### config.mk
export PLATFORM = sky130hd
export DESIGN_NAME = serial_add_ctrl
export DESIGN_NICKNAME = d
export VERILOG_FILES = /design/src/rtl/serial_add_ctrl.sv
export SDC_FILE = /design/constraint.sdc
export NUM_CORES = 1
export LEC_CHECK = 0
export CORE_UTILIZATION = 45
export DETAILED_ROUTE_END_ITERATION = 10
export PLACE_DENSITY_LB_ADDON = 0.1
export SLEW_MARGIN = 20
export SYNTH_ARGS = -nofsm -noshare
export SYNTH_HDL_FRONTEND = slang
export SYNTH_SLANG_ARGS = --single-unit
### constraint.sdc
create_clock -name sys_clk -period 1.7 [get_ports sys_clk]
set_clock_uncertainty 0.05 [all_clocks]
set_input_delay 0.255 -clock sys_clk [delete_from_list [all_inputs] [get_ports sys_clk]]
set_output_delay 0.255 -clock sys_clk [all_outputs]
set_load 0.02 [all_outputs]
### src/rtl/serial_add_ctrl.sv
// Bit-serial adder controller: one full adder, LSB-first, WIDTH cycles per add.
// A/B shift right through the adder, the sum bits shift into a result register
// from the MSB side, and sum/cout are only updated when an add completes.

module full_adder (
    input  logic a_i,
    input  logic b_i,
    input  logic c_i,
    output logic s_o,
    output logic co_o
);
    assign s_o  = a_i ^ b_i ^ c_i;
    assign co_o = (a_i & b_i) | (c_i & (a_i ^ b_i));
endmodule

module serial_add_ctrl #(
    parameter int WIDTH = 8
) (
    input  logic             sys_clk,
    input  logic             sys_rst_n,
    input  logic             start,
    input  logic             clr,
    input  logic [WIDTH-1:0] op_a,
    input  logic [WIDTH-1:0] op_b,
    input  logic             cin,
    output logic             busy,
    output logic             done,
    output logic [WIDTH-1:0] sum,
    output logic             cout
);

    // Counter only needs to reach WIDTH-1; keep at least one bit for WIDTH=1.
    localparam int CNT_W = (WIDTH > 1) ? $clog2(WIDTH) : 1;
    localparam logic [CNT_W-1:0] CNT_LAST = CNT_W'(WIDTH - 1);

    generate
        if (WIDTH < 1 || WIDTH > 32) begin : g_bad_width
            $error("serial_add_ctrl: WIDTH must be in 1..32");
        end
    endgenerate

    typedef enum logic [1:0] {
        IDLE = 2'd0,
        RUN  = 2'd1,
        DONE = 2'd2
    } state_t;

    state_t           state_q, state_d;
    logic [WIDTH-1:0] a_q, a_d;
    logic [WIDTH-1:0] b_q, b_d;
    logic             c_q, c_d;
    logic [WIDTH-1:0] res_q, res_d;
    logic [CNT_W-1:0] cnt_q, cnt_d;
    logic [WIDTH-1:0] sum_q, sum_d;
    logic             cout_q, cout_d;

    logic             fa_s;
    logic             fa_co;
    logic [WIDTH:0]   res_ext;

    // The only adder in the block: consumes the current LSBs and running carry.
    full_adder u_fa (
        .a_i  (a_q[0]),
        .b_i  (b_q[0]),
        .c_i  (c_q),
        .s_o  (fa_s),
        .co_o (fa_co)
    );

    // New sum bit enters at the top; slicing [WIDTH:1] is the shifted result
    // and stays legal when WIDTH is 1.
    assign res_ext = {fa_s, res_q};

    // Next-state and datapath control.
    always_comb begin
        state_d = state_q;
        a_d     = a_q;
        b_d     = b_q;
        c_d     = c_q;
        res_d   = res_q;
        cnt_d   = cnt_q;
        sum_d   = sum_q;
        cout_d  = cout_q;

        case (state_q)
            IDLE: begin
                // clr wins over a simultaneous start.
                if (start && !clr) begin
                    a_d     = op_a;
                    b_d     = op_b;
                    c_d     = cin;
                    res_d   = '0;
                    cnt_d   = '0;
                    state_d = RUN;
                end
            end
            RUN: begin
                if (clr) begin
                    // Abort: drop the partial result, outputs keep the old value.
                    state_d = IDLE;
                end else begin
                    a_d   = a_q >> 1;
                    b_d   = b_q >> 1;
                    c_d   = fa_co;
                    res_d = res_ext[WIDTH:1];
                    cnt_d = cnt_q + CNT_W'(1);
                    if (cnt_q == CNT_LAST) begin
                        // Last bit: publish the finished result including this bit.
                        sum_d   = res_ext[WIDTH:1];
                        cout_d  = fa_co;
                        state_d = DONE;
                    end
                end
            end
            DONE: begin
                state_d = IDLE;
            end
            default: begin
                state_d = IDLE;
            end
        endcase
    end

    // State and datapath registers with synchronous active-low reset.
    always_ff @(posedge sys_clk) begin
        if (!sys_rst_n) begin
            state_q <= IDLE;
            a_q     <= '0;
            b_q     <= '0;
            c_q     <= 1'b0;
            res_q   <= '0;
            cnt_q   <= '0;
            sum_q   <= '0;
            cout_q  <= 1'b0;
        end else begin
            state_q <= state_d;
            a_q     <= a_d;
            b_q     <= b_d;
            c_q     <= c_d;
            res_q   <= res_d;
            cnt_q   <= cnt_d;
            sum_q   <= sum_d;
            cout_q  <= cout_d;
        end
    end

    assign busy = (state_q == RUN);
    assign done = (state_q == DONE);
    assign sum  = sum_q;
    assign cout = cout_q;

endmodule

==> key figures, run 1 <==
Outcome
  – Outcome: complete, no violations

Synthesis
  – Ys async rst share: 0
  – Post-synth EDFFs: 0
  – Cells after Synth: 179
  – Post-synth cell types: 27
  – Cell area after synthesis: 0.00172 mm^2
  – Number of synthesis warnings: 0
  – Synth Area in XOR/XNOR: 0
  – Adder-cell share of the synthesized area: 0.0262
  – Mean Syn Cell Area: 9.59 um^2
  – Synth Area in Compound Gates: 0.201
  – Post-synthesis mux area share: 0.0875
  – Syn_nets: 203
  – Synth Flop Type: dfxtp_1
  – Synthesis-stage register bit count: 38
  – Largest family of logic cells by synthesized area: compound AO/OA/AOI/OAI gates
  – Synth Area in Simple Gates: 0.184
  – Sequential area share after synthesis: 0.443

CTS
  – Clk sinks: 38
  – Number of buffers created by CTS: 5
  – Clock root cell: clkbuf_8
  – Clock transition at path regs: 70 ps
  – Hold Buf Count CTS: 0
  – Setup Fix Bufs, Post-CTS: 0
  – Clock Latency Late Sink: 280 ps
  – Clock tree buffer depth: 2
  – H-tree Lvls: 2
  – CTS tree: yes

Critical path
  – Max FO, Critical Path: 6
  – Worst setup path class: reg -> out
  – Worst EP required: 1390 ps
  – Critical path capture point type: output port
  – Critical path launch point type: register
  – R2R Setup Slk: 180 ps
  – Worst path arrival time: 1270 ps

Detailed routing
  – Via count: 1448
  – Drt via density: 5.55
  – # DRC: 0
  – Routed WL: 3520 um
  – DRT Pass-1 Iters: 4
  – 1st-iter DRT viols: 75
  – Wire per inst: 13.5 um
  – Number of routed nets with antenna violations: 0

STA
  – Setup tns final: 0 ps
  – Hold violation count in the final report: 0
  – Slew @ Worst Pin: 435 ps
  – # setup viols final: 0
  – F_max: 633 MHz
  – Slew HR: 0.710
  – Final period utilization: 0.929
  – Min Tclk post-route: 1580 ps
  – RSZ-0062 raised after global routing: no
  – Fin. max-slew vios: 0

Power
  – Internal Power: 0.00132 W
  – Clock Power Share: 0.329
  – Sw power: 0.000419 W
  – Leakage: 0.936 nW
  – Sequential cell fraction of total power: 0.540
  – Power, Total: 0.00174 W
  – Cell area power density: 788 mW/mm^2
  – Switching fraction of total power: 0.241
  – Combinational power share: 0.130
  – IR drop worst, VDD: 0.416 mV

Floorplan
  – Num ports: 32
  – # rows: 22
  – DIE WIDTH: 63.8 um
  – Die H: 63.8 um
  – Starting Density: 0.469
  – Die area: 0.00407 mm^2
  – CORE AREA: 0.00366 mm^2

GRT
  – Total track usage: 0.198
  – Vias in the first global route: 1424
  – First-pass GRT wire length: 6200 um
  – Largest net degree at the start of global routing: 48
  – Global route overflow: 0
  – Initial antenna violation count: 0

Layout
  – Diode count: 0
  – NumNets Final: 237
  – Most common cell after layout, fill and taps aside: dfxtp_1
  – Most frequent cells in the layout: dfxtp_1 (38), clkdlybuf4s50_1 (29), nand3_1 (24), o21ai_0 (20)
  – Area growth from synthesis to layout: 28.6%
  – Share of post-route cells with drive strength above 1: 0.122
  – Final Cell Area: 0.00221 mm^2
  – Fill count: 320

Place
  – DP Wirelength: 2410 um
  – IO Port Bufs: 31
  – Routability cong.: 0.800
  – Instance area at placement: 0.00212 mm^2

Flow run
  – Max-cap violations: 0

Min path
  – Worst min path class: reg -> reg
==> path summary, 6_finish.rpt <==
path | cells after the start | startpoint | to
worst max-delay path | 2 | state_q[1] | busy
worst min-delay path | 2 | cout | cout
worst max register to register | 5 | cnt_q[0] | sum[2]
worst min register to register | 2 | cout | cout
==> cells in the mapped netlist, drive strengths merged (3+ instances only) <==
cell type   n  share of area
a21boi     12          0.052
buf        11          0.042
clkbuf      7          0.015
dfxtp      38           0.44
mux2i      15          0.087
nand2      11          0.024
nand3      24          0.070
nand4       9          0.033
nor2        3          0.015
o211a      15          0.087
o21ai      21          0.061
==> per-layer routing <==
layer | global-route usage | share of wire | vias up
met4 | 0.0682 | 0.014 | 0
li1 | - | - | 722
met5 | 0 | 0 | -
met2 | 0.362 | 0.51 | 25
met3 | 0.0589 | 0.032 | 6
met1 | 0.213 | 0.44 | 695
==> sequential cells by signal, summed over array words and instances (netlist names) <==
register and count:
cnt_q 3, a_q 8, state_q 2, sum 8
res_q 7, cout 1, b_q 8, c_q 1
==> power groups by stage <==
stage / Sequential [W] / Combinational (W) / Clock, W
final: 0.000939 / 0.000227 / 0.000573
after global routing: 0.000943 / 0.000253 / 0.000632
after CTS: 0.000940 / 0.000227 / 0.000587
after detailed placement: 0.000960 / 0.000228 / 0
after global placement: 0.000958 / 0.000223 / 0
after floorplan: 0.000955 / 0.000137 / 0
==> critical path, cell delays in order (launching register included) <==
cell	delay [ps]
dfxtp_1	450
and2b_1	220
dlygate4sd2_1	310
==> layout make-up <==
class	count	area, um^2	share of cell area
Timing Repair Buffer	45	435	0.197
Multi-Input combinational cell	123	872	0.395
Clock inverter	2	10.0	0.00454
Tap cell	48	60.1	0.0272
Clock buffer	5	68.8	0.0312
Sequential cell	38	761	0.345
==> kinds of logic after synthesis <==
kind of cell             after synthesis
adder cells (fa/ha/maj)                3
flip-flops                            38
AND/OR/NAND/NOR                       57
AO/OA/AOI/OAI                         48
multiplexers                          15
buffers and inverters                 18
==> what timing repair did <==
item / in CTS / in global routing
resized for setup: 2 / 3
setup endpoints to repair: 2 / 8
gates cloned: 0 / 1
endpoints found under the hold margin: 0 / 0
pin swaps: 0 / 1
==> per-stage QoR <==
step / setup slack [ps] / utilization / hold WS (ps) / instances
floorplan: 255 / - / 352 / 179
global placement: 40.4 / 0.578 / 396 / 253
detailed placement: 16.4 / 0.578 / 401 / 253
CTS: 124 / 0.599 / 410 / 260
global route: 46.8 / 0.603 / 425 / 261
finish: 121 / 0.603 / 405 / 261
Note: power is estimated with default switching activity, not from simulation.
==> run 2, diff against run 1 <==
- CORE_UTILIZATION: 45 -> 34
- SLEW_MARGIN: 20 -> not set
==> key figures, run 2 (synthesis gave the netlist of run 1 again) <==
Floorplan
  – CORE AREA: 0.00479 mm^2
  – DIE WIDTH: 73.1 um
  – Die H: 73.1 um
  – # rows: 25
  – Starting Density: 0.359
  – Num ports: 32
  – Die area: 0.00534 mm^2

CTS
  – Clock transition at path regs: 80 ps
  – Clock Latency Late Sink: 280 ps
  – Clk sinks: 38
  – Setup Fix Bufs, Post-CTS: 0
  – H-tree Lvls: 2
  – Number of buffers created by CTS: 5
  – Clock tree buffer depth: 2
  – CTS tree: yes
  – Hold Buf Count CTS: 0
  – Clock root cell: clkbuf_8

STA
  – F_max: 627 MHz
  – Final period utilization: 0.938
  – Hold Slack: 406 ps
  – Slew HR: 0.685
  – Hold violation count in the final report: 0
  – Fin. max-slew vios: 0
  – RSZ-0062 raised after global routing: no
  – Slew @ Worst Pin: 472 ps
  – Min Tclk post-route: 1590 ps
  – # setup viols final: 0

Critical path
  – R2R Setup Slk: 160 ps
  – Worst EP required: 1390 ps
  – CP delay by family, top: flip-flops
  – FF-to-FF End: sum[4]
  – FF-to-FF path depth: 5
  – CP max stage delay: 460 ps
  – Worst path arrival time: 1290 ps
  – Critical path launch point type: register
  – Critical path capture point type: output port
  – CP Cell Sequence: and2b_1 > dlygate4sd2_1
  – Worst setup path class: reg -> out
  – WP buf/inv: 1
  – Crit-path slowest cell: dfxtp_1
  – R2R Path Start: cnt_q[0]
  – CP Depth: 2
  – Max FO, Critical Path: 6

Detailed routing
  – Via count: 1487
  – 1st-iter DRT viols: 111
  – DRT Pass-1 Iters: 5
  – Drt via density: 5.31
  – Number of routed nets with antenna violations: 0
  – # DRC: 0
  – Routed WL: 3940 um
  – Wire per inst: 14.1 um

Place
  – IO Port Bufs: 31
  – Post-placement cell count: 271
  – Routability cong.: 0.841
  – DP Wirelength: 2640 um

GRT
  – Initial antenna violation count: 0
  – Largest net degree at the start of global routing: 48
  – Vias in the first global route: 1521
  – First-pass GRT wire length: 6510 um
  – Total track usage: 0.160
  – Global route overflow: 0

Layout
  – Post-route insts no fill: 280
  – Most common cell after layout, fill and taps aside: dfxtp_1
  – Share of post-route cells with drive strength above 1: 0.117
  – NumNets Final: 236
  – Reg area: 761 um^2
  – Most frequent cells in the layout: dfxtp_1 (38), clkdlybuf4s50_1 (29), nand3_1 (24), o21ai_0 (20)
  – Utilization after layout: 0.470
  – Area growth from synthesis to layout: 31.0%
  – Multi-input gate area: 872 um^2
  – Diode count: 0
  – Fill count: 466

Min path
  – Worst min path class: reg -> reg
  – Hold Startpoint: cout
  – WHS Path Cells: 2
  – Hold Path Sink: cout

Power
  – Sequential cell fraction of total power: 0.521
  – Switching fraction of total power: 0.239
  – IR drop worst, VDD: 0.333 mV
  – Cell area power density: 803 mW/mm^2
  – Sw power: 0.000431 W
  – Clock Power Share: 0.351
  – Combinational power share: 0.128
  – Leakage: 0.940 nW
  – Internal Power: 0.00137 W

Flow run
  – Max-cap violations: 0

Outcome
  – Outcome: complete, no violations
## run 2: cell count changes in the layout (fill, tap and decap cells not counted), sizes merged
cell / previous run / this run
clkinv: 2 / 1
buf: 14 / 13
clkbuf: 5 / 7
## run 2: repair_timing
| item | in CTS | in global routing |
|---|---|---|
| gates resized for setup | 2 | 3 |
| hold endpoints to repair | 0 | 0 |
| pin swaps | 0 | 1 |
| endpoints found under the setup margin | 2 | 6 |
| cloned | 0 | 1 |
## run 2: through the flow
step | total power [W] | cell area (um^2) | TNS, ps | setup slack [ps]
2_1_floorplan | 0.00109 | 1720 | 0 | 255
5_1_grt | 0.00189 | 2250 | 0 | 27.0
3_5_place_dp | 0.00119 | 2150 | -285 | -89.0
3_3_place_gp | 0.00119 | 2150 | 0 | 43.2
4_1_cts | 0.00183 | 2230 | 0 | 98.0
6_report | 0.00180 | 2250 | 0 | 106
## run 2: area by class of cell
type	count	share of cell area
multi-input combinational	123	0.388
clock buffer	7	0.0384
sequential	38	0.338
timing repair buffer	44	0.196
clock inverter	1	0.00223
tap	67	0.0373
## run 2: layer usage
metal	global-route usage	up-vias	share of wire
li1	-	722	-
met1	0.169	723	0.43
met2	0.281	36	0.52
met3	0.0566	6	0.032
met4	0.0806	0	0.014
met5	0	-	0
## run 2: power by group through the flow
stage	Sequential, W	Clock [W]	Combinational, W
floorplan	0.000955	0	0.000137
global placement	0.000959	0	0.000228
finish	0.000940	0.000633	0.000232
global route	0.000943	0.000691	0.000253
CTS	0.000940	0.000652	0.000233
detailed placement	0.000961	0	0.000233
## run 2: how the worst max path moves through the flow
stage	slack [ps]	to	start
final	110	busy	state_q[1]
after CTS	100	sum[7]	cnt_q[0]
after floorplan	260	cout	cnt_q[0]
after global routing	30	busy	state_q[1]
after detailed placement	-90	cnt_q[2]	clr
after global placement	40	cnt_q[2]	clr
## run 2: worst register-to-register path, stage by stage (launching register included)
cell      delay [ps]
dfxtp_1          350
ha_1             150
ha_1             200
nor4bb_4         290
buf_2            270
o21ai_0          110
